$ cat src/rtl/writeback_stage.sv
// MEM/WB pipeline register: picks the writeback source, extracts big-endian load data,
// and registers the register-file write port, a sticky misaligned-load flag and a retire counter.
module writeback_stage #(
    parameter int COUNT_WIDTH = 32,
    parameter bit ZERO_GUARD  = 1'b1
) (
    input  logic                   clock,
    input  logic                   reset,
    input  logic                   stall,
    input  logic                   flush,
    input  logic                   in_valid,
    input  logic                   in_reg_write,
    input  logic [4:0]             in_write_address,
    input  logic [1:0]             in_result_src,
    input  logic [31:0]            in_alu_result,
    input  logic [31:0]            in_mem_data,
    input  logic [31:0]            in_link_pc,
    input  logic [2:0]             in_load_type,
    output logic                   write_enable,
    output logic [4:0]             write_address,
    output logic [31:0]            write_data,
    output logic                   align_error,
    output logic [31:0]            error_pc_addr,
    output logic [COUNT_WIDTH-1:0] retired_count
);

    logic [1:0]  offset;
    logic [7:0]  load_byte;
    logic [15:0] load_half;
    logic [31:0] load_value;
    logic [31:0] selected_result;
    logic        misaligned;
    logic        zero_hit;
    logic        write_enable_next;

    assign offset = in_alu_result[1:0];

    always_comb begin
        load_byte         = 8'h00;
        load_half         = 16'h0000;
        load_value        = in_mem_data;
        selected_result   = in_alu_result;
        misaligned        = 1'b0;
        zero_hit          = 1'b0;
        write_enable_next = 1'b0;

        // Big-endian lanes: offset 0 is the most significant byte/half.
        case (offset)
            2'd0:    load_byte = in_mem_data[31:24];
            2'd1:    load_byte = in_mem_data[23:16];
            2'd2:    load_byte = in_mem_data[15:8];
            default: load_byte = in_mem_data[7:0];
        endcase
        load_half = offset[1] ? in_mem_data[15:0] : in_mem_data[31:16];

        case (in_load_type)
            3'd1:    load_value = {{24{load_byte[7]}}, load_byte};
            3'd2:    load_value = {24'h000000, load_byte};
            3'd3:    load_value = {{16{load_half[15]}}, load_half};
            3'd4:    load_value = {16'h0000, load_half};
            default: load_value = in_mem_data;
        endcase

        if (in_valid && in_result_src == 2'd1) begin
            case (in_load_type)
                3'd1, 3'd2: misaligned = 1'b0;
                3'd3, 3'd4: misaligned = offset[0];
                default:    misaligned = (offset != 2'd0);
            endcase
        end

        case (in_result_src)
            2'd1:    selected_result = load_value;
            2'd2:    selected_result = in_link_pc;
            default: selected_result = in_alu_result;
        endcase

        zero_hit          = ZERO_GUARD && (in_write_address == 5'd0);
        write_enable_next = in_valid && in_reg_write && !misaligned && !zero_hit;
    end

    always_ff @(posedge clock or posedge reset) begin
        if (reset) begin
            write_enable  <= 1'b0;
            write_address <= 5'd0;
            write_data    <= 32'd0;
            align_error   <= 1'b0;
            error_pc_addr <= 32'd0;
            retired_count <= '0;
        end else if (flush) begin
            write_enable  <= 1'b0;
            write_address <= 5'd0;
            write_data    <= 32'd0;
        end else if (!stall) begin
            write_enable <= write_enable_next;
            if (in_valid) begin
                write_address <= in_write_address;
                write_data    <= selected_result;
                retired_count <= retired_count + COUNT_WIDTH'(1);
            end else begin
                write_address <= 5'd0;
                write_data    <= 32'd0;
            end
            // Only the first misaligned load's address is kept for debug.
            if (misaligned && !align_error) begin
                align_error   <= 1'b1;
                error_pc_addr <= in_alu_result;
            end
        end
    end

endmodule

$ cat config.mk
export PLATFORM = sky130hd
export DESIGN_NAME = writeback_stage
export DESIGN_NICKNAME = d
export VERILOG_FILES = /design/src/rtl/writeback_stage.sv
export SDC_FILE = /design/constraint.sdc
export NUM_CORES = 1
export LEC_CHECK = 0
export ABC_AREA = 1
export BUFFER_PORTS_ARGS = -buffer_cell sky130_fd_sc_hd__buf_2
export CAP_MARGIN = 20
export CORE_MARGIN = 3
export CORE_UTILIZATION = 52
export DETAILED_ROUTE_END_ITERATION = 10
export PLACE_DENSITY = 0.93
export SLEW_MARGIN = 20
export SYNTH_ARGS = -nofsm -noshare
export SYNTH_HDL_FRONTEND = slang
export SYNTH_SLANG_ARGS = --single-unit
$ cat constraint.sdc
create_clock -name clock -period 6.4 [get_ports clock]
set_input_delay 0.32 -clock clock [delete_from_list [all_inputs] [get_ports clock]]
set_output_delay 0.32 -clock clock [all_outputs]
set_load 0.02 [all_outputs]
[Word level (Yosys, flattened, before mapping)]
Index checks and enable logic that the tools add are counted.
Word-level totals
  register bits after elaboration: 103
  input port bits: 112
  output and inout port bits: 103
  logic and storage cells: 47
Cells by class
  add/subtract/negate cells: 1
  equal/unequal tests: 9
  muxes and demuxes: 14
  bitwise operators: 2
  reduce and logical (&&, ||, !) cells: 15
Operator list (count)
  $pmux 32 s4: 1
  $mux 32: 3
  $pmux 32 s2: 1
  $add 32x1->32 const B: 1
  $pmux 8 s3: 1
  $mux 16: 1
  $mux 5: 3
  $eq 3x2->1 const B: 2
  $reduce_and 3->1: 2
  $logic_and 1x1->1: 5
  $logic_not 5->1: 1
  $eq 2x1->1 const B: 2
  $eq 2x2->1 const B: 2
  $reduce_or 2->1: 2
  $eq 3x1->1 const B: 1
  $eq 3x3->1 const B: 1
  $logic_not 1->1: 3
  $mux 1: 3
  $logic_not 2->1: 1
  $ne 2x1->1 const B: 1
  $not 1->1: 2
  $pmux 1 s2: 1
  $reduce_bool 2->1: 1

[Longest topological paths before layout]
Gate-level depths: netlist of run 1.
  depth in word-level cells: 9
  mapped depth: 12
  gate-level depth less buffers: 11

[Worst setup path after synthesis of run 1]
Ideal clock, no wire load.
  path kind: reg-to-reg
  start point: register retired_count[1]
  end point: register retired_count[30]
  setup time: 0.117 ns
  arrival time: 1.624 ns
  data required time: 6.283 ns
  slack: 4.659 ns
  stages on the path, launching flop included: 11
  path buffers: 0
  period minus slack after synthesis: 1.741 ns
  cell sequence: dfrtp_1 ha_1 nand3_1 inv_1 nand2_1 nor2_1 nand4_1 nor2_1 nand3_1 nand2_1 nand2_1
Between the ends
  cells in the longest elaborated chain, start to end: 1
RTL lines
  from (decl): line 24  | output logic [COUNT_WIDTH-1:0] retired_count
  from (signal assigned): line 99  | retired_count <= retired_count + COUNT_WIDTH'(1);
  $add 32x1->32: line 99
Every way passes these cells.
A chain may end at the register's enable or synchronous reset.

[Final worst setup path of run 1]
  start point: input in_load_type[2]
  end point: register error_pc_addr[18]
Between the ends
  cells in the longest elaborated chain, start to end: 6
  elaborated cells on any way between the ends: 10
  classes of those cells: eq/ne: 4; mux: 2; reduce/logical: 4
RTL lines
  from (decl): line 18  | input logic [2:0] in_load_type,
  $eq 3x2->1, or another cell as far along: line 65  | case (in_load_type)
  $reduce_or 2->1: line 65
  $pmux 1 s2 *: line 65
  $mux 1 *: line 64  | if (in_valid && in_result_src == 2'd1) begin
  $logic_and 1x1->1 *: line 105  | if (misaligned && !align_error) begin
  $reduce_and 3->1 (no line) *
  to (signal assigned): line 107  | error_pc_addr <= in_alu_result;
  to (decl): line 23  | output logic [31:0] error_pc_addr,
Mark *: on every way between the ends. The rest lies on a longest branch, timed or not.

==> summary.md, run 1 <==
| Metric | Value |
|---|---|
| Die area | 13300 um2 |
| Area leader, netlist | dfrtp_1 |
| Max-cap violations | 0 |
| Reg2reg start | retired_count[1] |
| Fin crit period | 2.46 ns |
| Clk pin slew, worst setup/hold paths | 0.07 ns |
| XOR/XNOR share of the synthesized area | 2.82% |
| Ports | 215 |
| Core Area | 11600 um2 |
| Commonest non-fill, non-tap cell in the layout | nand2_1 |
| Critical path type | in -> reg |
| Top_reg_cell synth | dfrtp_1 |
| Syn_nets | 1017 |
| Rel. slew slack | 33.7% |
| Final net count | 1205 |
| Row cnt | 39 |
| PortBufs | 214 |
| Die height | 115 um |
| Vias in the first global route | 6385 |
| Avg Inst Size Synth | 6.90 um2 |
| First-pass GRT wire length | 31.2 mm |
| Antenna violations before repair | 2 |
| Setup violators final | 0 |
| Starting density of the core | 53.8% |
| Synth Area in Simple Gates | 31.8% |
| Post-synthesis compound-gate area fraction | 13.8% |
| Final worst path period share | 38.4% |
| Crit-path max cell delay | 0.64 ns |
| Crit end category | flip-flop |
| Synth top area share | 41.4% |
| Post-DP Area | 7290 um2 |
| CTS tree | done |
| Post-synthesis cell type count | 34 |
| Skew final | 0.00466 ns |
| CP max-delay cell | nand3_4 |
| Post-Route WL | 19.7 mm |
| Total grt overflow | 0 |
| P_leak | 4.39 nW |
| Main area contributors after synthesis | dfrtp_1 41%, nand2_1 20%, a21oi_1 6.8% |
| Reg2Reg Setup Slack | 4.40 ns |
| Layout cells sized above 1 | 24.9% |
| # hold bufs at CTS | 0 |
| Actual slew at the worst max-slew pin | 0.992 ns |
| Commonest cells after routing, fill and taps aside | 330 x nand2_1, 214 x buf_2, 103 x dfrtp_1 |
| Gr usage total | 29.7% |
| Routed len/inst | 15.9 um |
| DR iter-0 viols | 865 |
| Resized cells post-CTS | 0 |
| Adder-cell share of the synthesized area | 0.604% |
| Hold Path Class | in -> async |
| Crit-path max FO | 65 |
| Register area share after synthesis | 41.4% |
| Yosys reg bits | 103 |
| Clock Path Buffers | 2 |
| Area Overhead vs Synth | 22.0% |
| CP Cell Sequence | buf_2 > inv_1 > nand3_2 > nand2_4 > nor2_4 > inv_4 > a21oi_4 > nand3_4 > nand2_1 > o21ai_2 |
| Synth Warn # | 0 |
| RSZ-0062 raised after global routing | no |
| Largest net degree at the start of global routing | 68 |
| DRT Pass-1 Iters | 5 |
| Failing checks | hold timing |
| Worst endpoint required time | 6.61 ns |
| R2r endpoint | retired_count[30] |
| Cell area after synthesis | 6220 um2 |
| Die Wd | 115 um |
| Largest family of logic cells by synthesized area | simple AND/OR/NAND/NOR gates |
| Worst skew pair latency | 0.35 ns |
| Power Total | 1.60 mW |
| Vias per Instance | 5.45 |
| Final TNS setup | 0 ns |
| Startpoint type of the worst setup path | input pin |
| Worst r2r path cells | 9 |
| CTS Root Cell | clkbuf_16 |
| TritonCTS Buffers | 9 |
| GPL Wtd Cong | 0.967 |
| Post-synthesis mux area share | 0% |
| Max Fclk | 407 MHz |
| PnR worst setup slack | 3.94 ns |
| Post-route cell area | 7590 um2 |
| Status | complete, but fails checks |
| Hold_ws | -0.0132 ns |
| CTS sink cnt | 103 |
| Post-DRT Antenna Nets | 0 |
| Ys async rst share | 100% |
| Critical Path AT | 2.67 ns |
| Dpl ws | 3.61 ns |
| Cells after Synth | 902 |
| DRC | 0 |
| Max-slew violation count | 0 |
| Post-synth EDFFs | 0 |
| Post-DP HPWL | 14.6 mm |
| CTS H-tree depth | 3 |
| Worst vdd ir | 139 uV |
| Final Hold Viols | 25 |
| DR vias | 6743 |
| Post-CTS Setup Bufs | 0 |
| PwrDens | 210 nW/um2 |
[flip-flops by register name (all words and copies together), names as in the netlist]
signal and cells:
write_enable 1, align_error 1, write_address 5, retired_count 32, error_pc_addr 32, write_data 32
[layout make-up]
cell class	count	area [um2]
tap	143	179
fill	1024	3980
multi-input combinational	658	3080
inverter	103	392
timing repair buffer	215	1080
sequential	103	2580
clock inverter	4	48.8
clock buffer	10	229
antenna	2	5.00
[cells in the mapped netlist, drive strengths merged, types with 8 or more instances]
master,count
a21oi,86
nand2,336
buf,15
dfrtp,103
nand3,41
nor2,91
inv,101
nor3,9
nand4,8
clkbuf,23
o21ai,56
xor2,16
[where the power goes]
part,switching [mW],internal (mW),total [mW]
clock,0.242,0.299,0.541
sequential,0.0363,0.683,0.719
combinational,0.226,0.110,0.335
total,0.504,1.09,1.60
[per-stage QoR]
| step | util, % | instances |
|---|---|---|
| after CTS | 65.5 | 1236 |
| final | 65.6 | 1238 |
| after global placement | 63.1 | 1222 |
| after global routing | 65.6 | 1238 |
| after floorplan | - | 902 |
| after detailed placement | 63.1 | 1222 |
[critical path, delay by kind of cell]
kind | cells | cell delay, ns
AOI/OAI and AO/OA | 2 | 0.28
buffers and inverters | 3 | 0.35
and+or+nand+nor | 5 | 1.69
[routing by layer]
metal	GRT usage [%]	wire length [um]	up-vias
met1	39.4	8080	3087
met2	48.1	9200	397
met5	0	0	-
li1	-	-	3204
met4	12.1	592	0
met3	5.37	1800	55
[worst max path at each step]
stage | from | end | slack (ns) | cells after the start
floorplan | reset | align_error | 3.38 | 1
global placement | in_load_type[2] | error_pc_addr[30] | 3.76 | 10
detailed placement | in_load_type[2] | error_pc_addr[26] | 3.61 | 10
CTS | in_load_type[2] | error_pc_addr[26] | 3.98 | 10
global route | flush | retired_count[30] | 3.71 | 9
finish | in_load_type[2] | error_pc_addr[18] | 3.94 | 10
[cells by family after synthesis]
group	after synthesis
AO/OA/AOI/OAI	148
XOR/XNOR	20
adder cells (fa/ha/maj)	3
buffers and inverters	141
flip-flops	103
AND/OR/NAND/NOR	487
(Power assumes the default switching activity.)
==> run 2, diff against run 1 <==
--- a/config.mk
+++ b/config.mk
@@ -9,9 +9,9 @@
 export BUFFER_PORTS_ARGS = -buffer_cell sky130_fd_sc_hd__buf_2
 export CAP_MARGIN = 20
 export CORE_MARGIN = 3
-export CORE_UTILIZATION = 52
+export CORE_UTILIZATION = 51
 export DETAILED_ROUTE_END_ITERATION = 10
-export PLACE_DENSITY = 0.93
+export PLACE_DENSITY = 0.91
 export SLEW_MARGIN = 20
 export SYNTH_ARGS = -nofsm -noshare
 export SYNTH_HDL_FRONTEND = slang
==> constraint.sdc (replaced) <==
create_clock -name clock -period 2.6 [get_ports clock]
set_input_delay 0.13 -clock clock [delete_from_list [all_inputs] [get_ports clock]]
set_output_delay 0.13 -clock clock [all_outputs]
set_load 0.02 [all_outputs]
==> run 2 against run 1 <==
  * The run now ends clean
  * Worst setup slack worse by 3.3 ns
  * Combinational power is 150% higher
  * First-iteration DRC count shrank 22%
  * Clock power grew to 2.6 times the previous value
  * Largest power group unchanged
==> summary.md, run 2 (same netlist as run 1, synthesis figures left out) <==
| Metric | Value |
|---|---|
| Worst r2r path cells | 10 (+1) |
| Reg2reg start | retired_count[1] |
| Resized cells post-CTS | 0 (unchanged) |
| Gr usage total | 28.1% (-1.6 points) |
| Ports | 215 (unchanged) |
| Layout cells sized above 1 | 25.4% (+0.50 points) |
| Max-slew violation count | 0 (unchanged) |
| Rel. slew slack | 37.8% (+4.0 points) |
| Vias per Instance | 5.37 (-1.4%) |
| CTS Root Cell | clkbuf_16 |
| Cell Count Post-Placement | 1229 (+0.57%) |
| Antenna violations before repair | 0 (-2) |
| Final Non-Filler Cells | 1246 (+0.65%) |
| Commonest non-fill, non-tap cell in the layout | nand2_1 |
| Hold Path Class | in -> reg |
| Area Overhead vs Synth | 23.7% |
| Fin crit period | 1.91 ns |
| Setup violators final | 0 (unchanged) |
| Register area | 2580 um2 (unchanged) |
| Crit end category | flip-flop |
| Largest net degree at the start of global routing | 104 (+53%) |
| RSZ-0062 raised after global routing | no |
| DR iter-0 viols | 674 (-22%) |
| Die Wd | 116 um (+0.93%) |
| DRC | 0 (unchanged) |
| Clk pin slew, worst setup/hold paths | 0.07 ns (about the same) |
| Clock Path Buffers | 2 (unchanged) |
| Regs by FF count | error_pc_addr x32, retired_count x32, write_data x32 |
| Skew final | 0.00760 ns (+0.00294 ns) |
| R2r endpoint | retired_count[30] |
| Post-Route WL | 18.9 mm (-3.8%) |
| Commonest cells after routing, fill and taps aside | 330 x nand2_1, 214 x buf_2, 103 x dfrtp_1 |
| Total grt overflow | 0 (unchanged) |
| Final worst path period share | 73.6% |
| Final TNS setup | 0 ns (unchanged) |
| Reg2Reg Setup Slack | 0.69 ns (-3.71 ns) |
| Hold_sp | in_write_address[3] |
| Vias in the first global route | 6274 (-1.7%) |
| Final Hold Viols | 0 (-100%) |
| DRT Pass-1 Iters | 6 (+1) |
| Row cnt | 39 (unchanged) |
| Final net count | 1213 (+0.66%) |
| Fill cells | 1042 (+1.8%) |
| Status | complete, no violations |
| CTS tree | done |
| Actual slew at the worst max-slew pin | 0.931 ns (-0.0605 ns) |
| P_leak | 4.44 nW (+1.2%) |
| CTS H-tree depth | 3 (unchanged) |
| CTS sink cnt | 103 (unchanged) |
| Die area | 13600 um2 (+1.9%) |
| Startpoint type of the worst setup path | flip-flop |
| Crit-path max FO | 5 (-92%) |
| Worst skew pair latency | 0.34 ns (about the same) |
| Critical path type | reg -> reg |
| Area of the multi-input gates | 3070 um2 (-0.33%) |
| GPL Wtd Cong | 0.966 (-0.16%) |
| Hold Path Stages | 2 |
| PwrDens | 521 nW/um2 (+150%) |
| Routed len/inst | 15.2 um (-4.5%) |
| Die height | 116 um (+0.93%) |
| Critical Path AT | 2.15 ns (-0.52 ns) |
| Antenna Diode Count | 0 (-2) |
| Core Area | 11700 um2 (+0.84%) |
| TritonCTS Buffers | 9 (unchanged) |
| Power Total | 4.01 mW (+150%) |
| Post-DP HPWL | 14.1 mm (-3.3%) |
| Worst endpoint required time | 2.84 ns (-3.77 ns) |
| Worst vdd ir | 324 uV (+130%) |
| Max Fclk | 522 MHz |
| Hold endpoint | write_address[3] |
| DR vias | 6694 (-0.73%) |
| Max-cap violations | 0 (unchanged) |
| PortBufs | 214 (unchanged) |
| Starting density of the core | 53.3% (-0.45 points) |
| First-pass GRT wire length | 30.1 mm (-3.7%) |
| Post-DRT Antenna Nets | 0 (unchanged) |
-- run 2: cell types whose count changed in the layout (fill, tap and decap cells not counted), sizes merged, moves of 2 or more --
cell / delta
diode: -2
clkinvlp: +2
clkbuf: +4
clkinv: -3
buf: +7
-- run 2: through the flow --
step	area [um2]	util, %	worst slack [ns]	hold slack (ns)
4_1_cts	7690	66.0	0.714	0.00540
5_1_grt	7690	66.0	0.570	0.0205
3_3_place_gp	7370	63.2	0.659	0.327
2_1_floorplan	6220	-	0.859	0.263
3_5_place_dp	7370	63.2	0.643	0.336
6_report	7690	66.0	0.686	0.0140
-- run 2: layout make-up --
type	count	share of cell area (%)
clock buffers	14	3.56
clock inverters	2	0.488
inverters	103	5.11
multi-input cells	658	39.9
flip-flops and latches	103	33.5
well taps	143	2.33
repair buffers	223	15.2
-- run 2: how the worst max path moves through the flow --
stage / start / end / slack (ns) / cells after the start
after CTS: retired_count[1] / retired_count[30] / 0.71 / 10
after detailed placement: in_result_src[1] / error_pc_addr[16] / 0.64 / 9
after global placement: in_result_src[1] / write_data[20] / 0.66 / 9
after floorplan: retired_count[1] / retired_count[30] / 0.86 / 10
final: retired_count[1] / retired_count[30] / 0.69 / 10
after global routing: retired_count[1] / retired_count[30] / 0.57 / 10
-- run 2: what timing repair did --
action | 4_1_cts | 5_1_grt
buffers inserted | 0 | 0
hold buffers | 1 | 0
hold endpoints to repair | 103 | 0
-- run 2: worst max-delay path, cell delays in order (launching register included) --
cell     delay (ns)
dfrtp_1        0.39
ha_1           0.18
nand3_1        0.10
inv_1          0.09
nand2_1        0.05
nor2_1         0.19
nand4_1        0.23
nor2_1         0.33
nand3_1        0.12
nand2_1        0.08
nand2_1        0.05
-- run 2: routing by layer --
metal  global-route usage (%)  up-vias  wire [um]
met5                        0        -          0
met1                     37.1     3069       7510
met2                     46.6      361       9110
met4                     8.82        0        384
met3                     5.75       43       1910
li1                         -     3221          -
-- run 2: power by group --
part           internal, mW  switching (mW)
logic                 0.279           0.549
clock network         0.827           0.589
registers              1.68          0.0799
total                  2.79            1.22
==> run 3, diff against run 2 <==
==> constraint.sdc (replaced) <==
create_clock -name clock -period 1.9 [get_ports clock]
set_input_delay 0.095 -clock clock [delete_from_list [all_inputs] [get_ports clock]]
set_output_delay 0.095 -clock clock [all_outputs]
set_load 0.02 [all_outputs]
==> run 3 against run 2 <==
  * Wire length increased by 2.6%
  * Combinational power increased by 43%
  * Worst setup slack worse by 0.55 ns
  * Sequential share of layout area fell by 0.83 points
  * Flip-flop and latch count stayed put
  * Hold slack worse by 0.0045 ns
  * Cell count increased by 1.7%
  * Clock power is 35% higher
  * Global-route usage is 1.2 points higher
  * Via count decreased by 0.36%
  * Die area unchanged
  * Largest cell class unchanged
  * Largest power group unchanged
==> summary.md, run 3 (same netlist as run 1, synthesis figures left out) <==
| Metric | Value |
|---|---|
| Status | complete, no violations |
| CP Cell Sequence | nand3_1 > nor2_1 > nand2_1 > nor2_2 > nand2_1 > nor2_2 > nand2_1 > o21ai_0 > nand2_1 |
| Post-DP HPWL | 14.7 mm (+4.7%) |
| Clk pin slew, worst setup/hold paths | 0.07 ns (about the same) |
| Setup violators final | 0 (unchanged) |
| Vias per Instance | 5.26 (-2.0%) |
| DR vias | 6670 (-0.36%) |
| CTS sink cnt | 103 (unchanged) |
| Max-slew violation count | 0 (unchanged) |
| Critical Path Most Common Cell | nand2_1 |
| Hold Path Stages | 3 (+1) |
| CTS Root Cell | clkbuf_16 |
| Hold endpoint | error_pc_addr[22] |
| Int Power | 3.78 mW (+35%) |
| Cell Count Post-Placement | 1241 (+0.98%) |
| Psw | 1.73 mW (+42%) |
| Max Fclk | 566 MHz (+8.4%) |
| Reg2Reg Setup Slack | 0.13 ns (-0.55 ns) |
| Worst vdd ir | 441 uV (+36%) |
| Row cnt | 39 (unchanged) |
| Gr usage total | 29.3% (+1.2 points) |
| Worst skew pair latency | 0.35 ns (about the same) |
| Ports | 215 (unchanged) |
| Switching part of the total | 31.4% (+0.95 points) |
| Regs by FF count | error_pc_addr x32, retired_count x32, write_data x32 |
| GPL Wtd Cong | 0.971 (+0.51%) |
| PortBufs | 214 (unchanged) |
| Vias in the first global route | 6448 (+2.8%) |
| Total grt overflow | 0 (unchanged) |
| Commonest cells after routing, fill and taps aside | 330 x nand2_1, 214 x buf_2, 103 x dfrtp_1 |
| Sequential share of power | 43.7% (-0.3 points) |
| Worst endpoint required time | 2.14 ns (-0.70 ns) |
| RSZ-0062 raised after global routing | yes |
| Reg2reg start | retired_count[2] |
| Post-DRT Antenna Nets | 0 (unchanged) |
| Post-route cell area | 7890 um2 (+2.6%) |
| Critical Path AT | 2.00 ns (-0.15 ns) |
| Actual slew at the worst max-slew pin | 0.573 ns (-0.358 ns) |
| Antenna Diode Count | 0 (unchanged) |
| Finished Core Util | 67.7% (+1.7 points) |
| Antenna violations before repair | 0 (unchanged) |
| Startpoint type of the worst setup path | flip-flop |
| Crit-path max cell delay | 0.41 ns (+0.02 ns) |
| Routed len/inst | 15.3 um (+0.92%) |
| DR iter-0 viols | 482 (-28%) |
| Fill cells | 1023 (-1.8%) |
| CP max-delay cell | dfrtp_1 |
| Hold_sp | in_alu_result[22] |
| Die height | 116 um (unchanged) |
| Clock Path Buffers | 2 (unchanged) |
| PnR worst setup slack | 0.135 ns (-0.551 ns) |
| Die Wd | 116 um (unchanged) |
| PwrDens | 697 nW/um2 (+34%) |
| Post-Route WL | 19.4 mm (+2.6%) |
| Largest net degree at the start of global routing | 66 (-37%) |
| CTS H-tree depth | 3 (unchanged) |
| Rel. slew slack | 61.7% (+24 points) |
| Crit-path max FO | 4 (-1) |
| TritonCTS Buffers | 9 (unchanged) |
| Critical path type | reg -> reg |
| DRT Pass-1 Iters | 5 (-1) |
| Worst r2r path cells | 9 (-1) |
| Final Hold Viols | 0 (unchanged) |
| Dpl ws | 0.0510 ns (-0.592 ns) |
| Comb pwr share | 21.5% (+0.8 points) |
| Hold Path Class | in -> reg |
| Final net count | 1234 (+1.7%) |
| Max-cap violations | 0 (unchanged) |
| R2r endpoint | retired_count[23] |
| CTS tree | done |
| Die area | 13600 um2 (unchanged) |
| Area Overhead vs Synth | 26.9% |
| DRC | 0 (unchanged) |
| Final Non-Filler Cells | 1267 (+1.7%) |
| Clock power frac | 34.8% (-0.6 points) |
| Post-DP Area | 7480 um2 (+1.4%) |
| First-pass GRT wire length | 31.1 mm (+3.5%) |
| Commonest non-fill, non-tap cell in the layout | nand2_1 |
| Skew final | 0.00701 ns (-0.000582 ns) |
| Core Area | 11700 um2 (unchanged) |
| Crit end category | flip-flop |
| Layout cells sized above 1 | 26.5% (+1.1 points) |
| Starting density of the core | 53.3% (unchanged) |
| Fin crit period | 1.77 ns (-0.149 ns) |
| Final worst path period share | 92.9% (+19 points) |
| P_leak | 4.55 nW (+2.4%) |
[run 3: cell types whose count changed in the layout (fill, tap and decap cells not counted)]
| cell | change |
|---|---|
| buf_12 | +1 |
| nor2_4 | +1 |
| clkinv_4 | +2 |
| nor2_2 | +2 |
| nor2_1 | -3 |
| clkinvlp_4 | -1 |
| clkbuf_1 | -1 |
| clkbuf_8 | -2 |
| dlygate4sd3_1 | +7 |
| inv_6 | +2 |
| buf_4 | +13 |
[run 3: worst max-delay path: cells and delay by family (launching register included)]
family,cells,cell delay [ns]
compound gates,1,0.17
flops,1,0.41
simple gates,8,1.07
[run 3: timing repair]
action | CTS | global route
gates resized for setup | 0 | 4
hold endpoints to repair | 29 | 0
endpoints found under the setup margin | 0 | 8
buffers inserted | 0 | 2
hold buffers | 8 | 0
[run 3: worst max-delay path by stage]
stage,startpoint,end,cells past startpoint,slack (ns)
final,retired_count[2],retired_count[23],9,0.13
after global routing,retired_count[0],retired_count[23],9,-0.04
after CTS,retired_count[1],retired_count[30],10,0.04
after detailed placement,retired_count[1],retired_count[30],10,0.05
after global placement,retired_count[0],retired_count[30],10,0.17
after floorplan,retired_count[1],retired_count[30],10,0.16
[run 3: area by class of cell]
class | count | area [um2] | share of cell area [%]
Clock buffer | 11 | 243 | 3.08
Inverter | 103 | 393 | 4.98
Sequential cell | 103 | 2580 | 32.7
Timing Repair Buffer | 244 | 1350 | 17.2
Multi-Input combinational cell | 658 | 3080 | 39.0
Tap cell | 143 | 179 | 2.27
Clock inverter | 5 | 65.1 | 0.824
[run 3: per-stage QoR]
stage / total power [mW] / setup TNS, ns / hold slack (ns)
final: 5.50 / 0 / 0.00952
after global routing: 5.78 / -0.0399 / 0.00511
after CTS: 5.53 / 0 / 0.00156
after detailed placement: 3.60 / 0 / 0.182
after global placement: 3.57 / 0 / 0.175
after floorplan: 3.13 / 0 / 0.228
[run 3: routing by layer]
metal	GRT usage [%]	share of wire, %	up-vias
li1	-	-	3258
met1	35.8	40	3089
met2	50.2	49	289
met3	8.24	9.3	34
met4	9.36	2.0	0
met5	0	0	-
[run 3: power by group through the flow]
stage	Sequential, mW	Combinational [mW]	Clock [mW]
floorplan	2.57	0.569	0
global placement	2.43	1.14	0
detailed placement	2.45	1.16	0
CTS	2.41	1.17	1.95
global route	2.42	1.31	2.05
finish	2.41	1.18	1.91
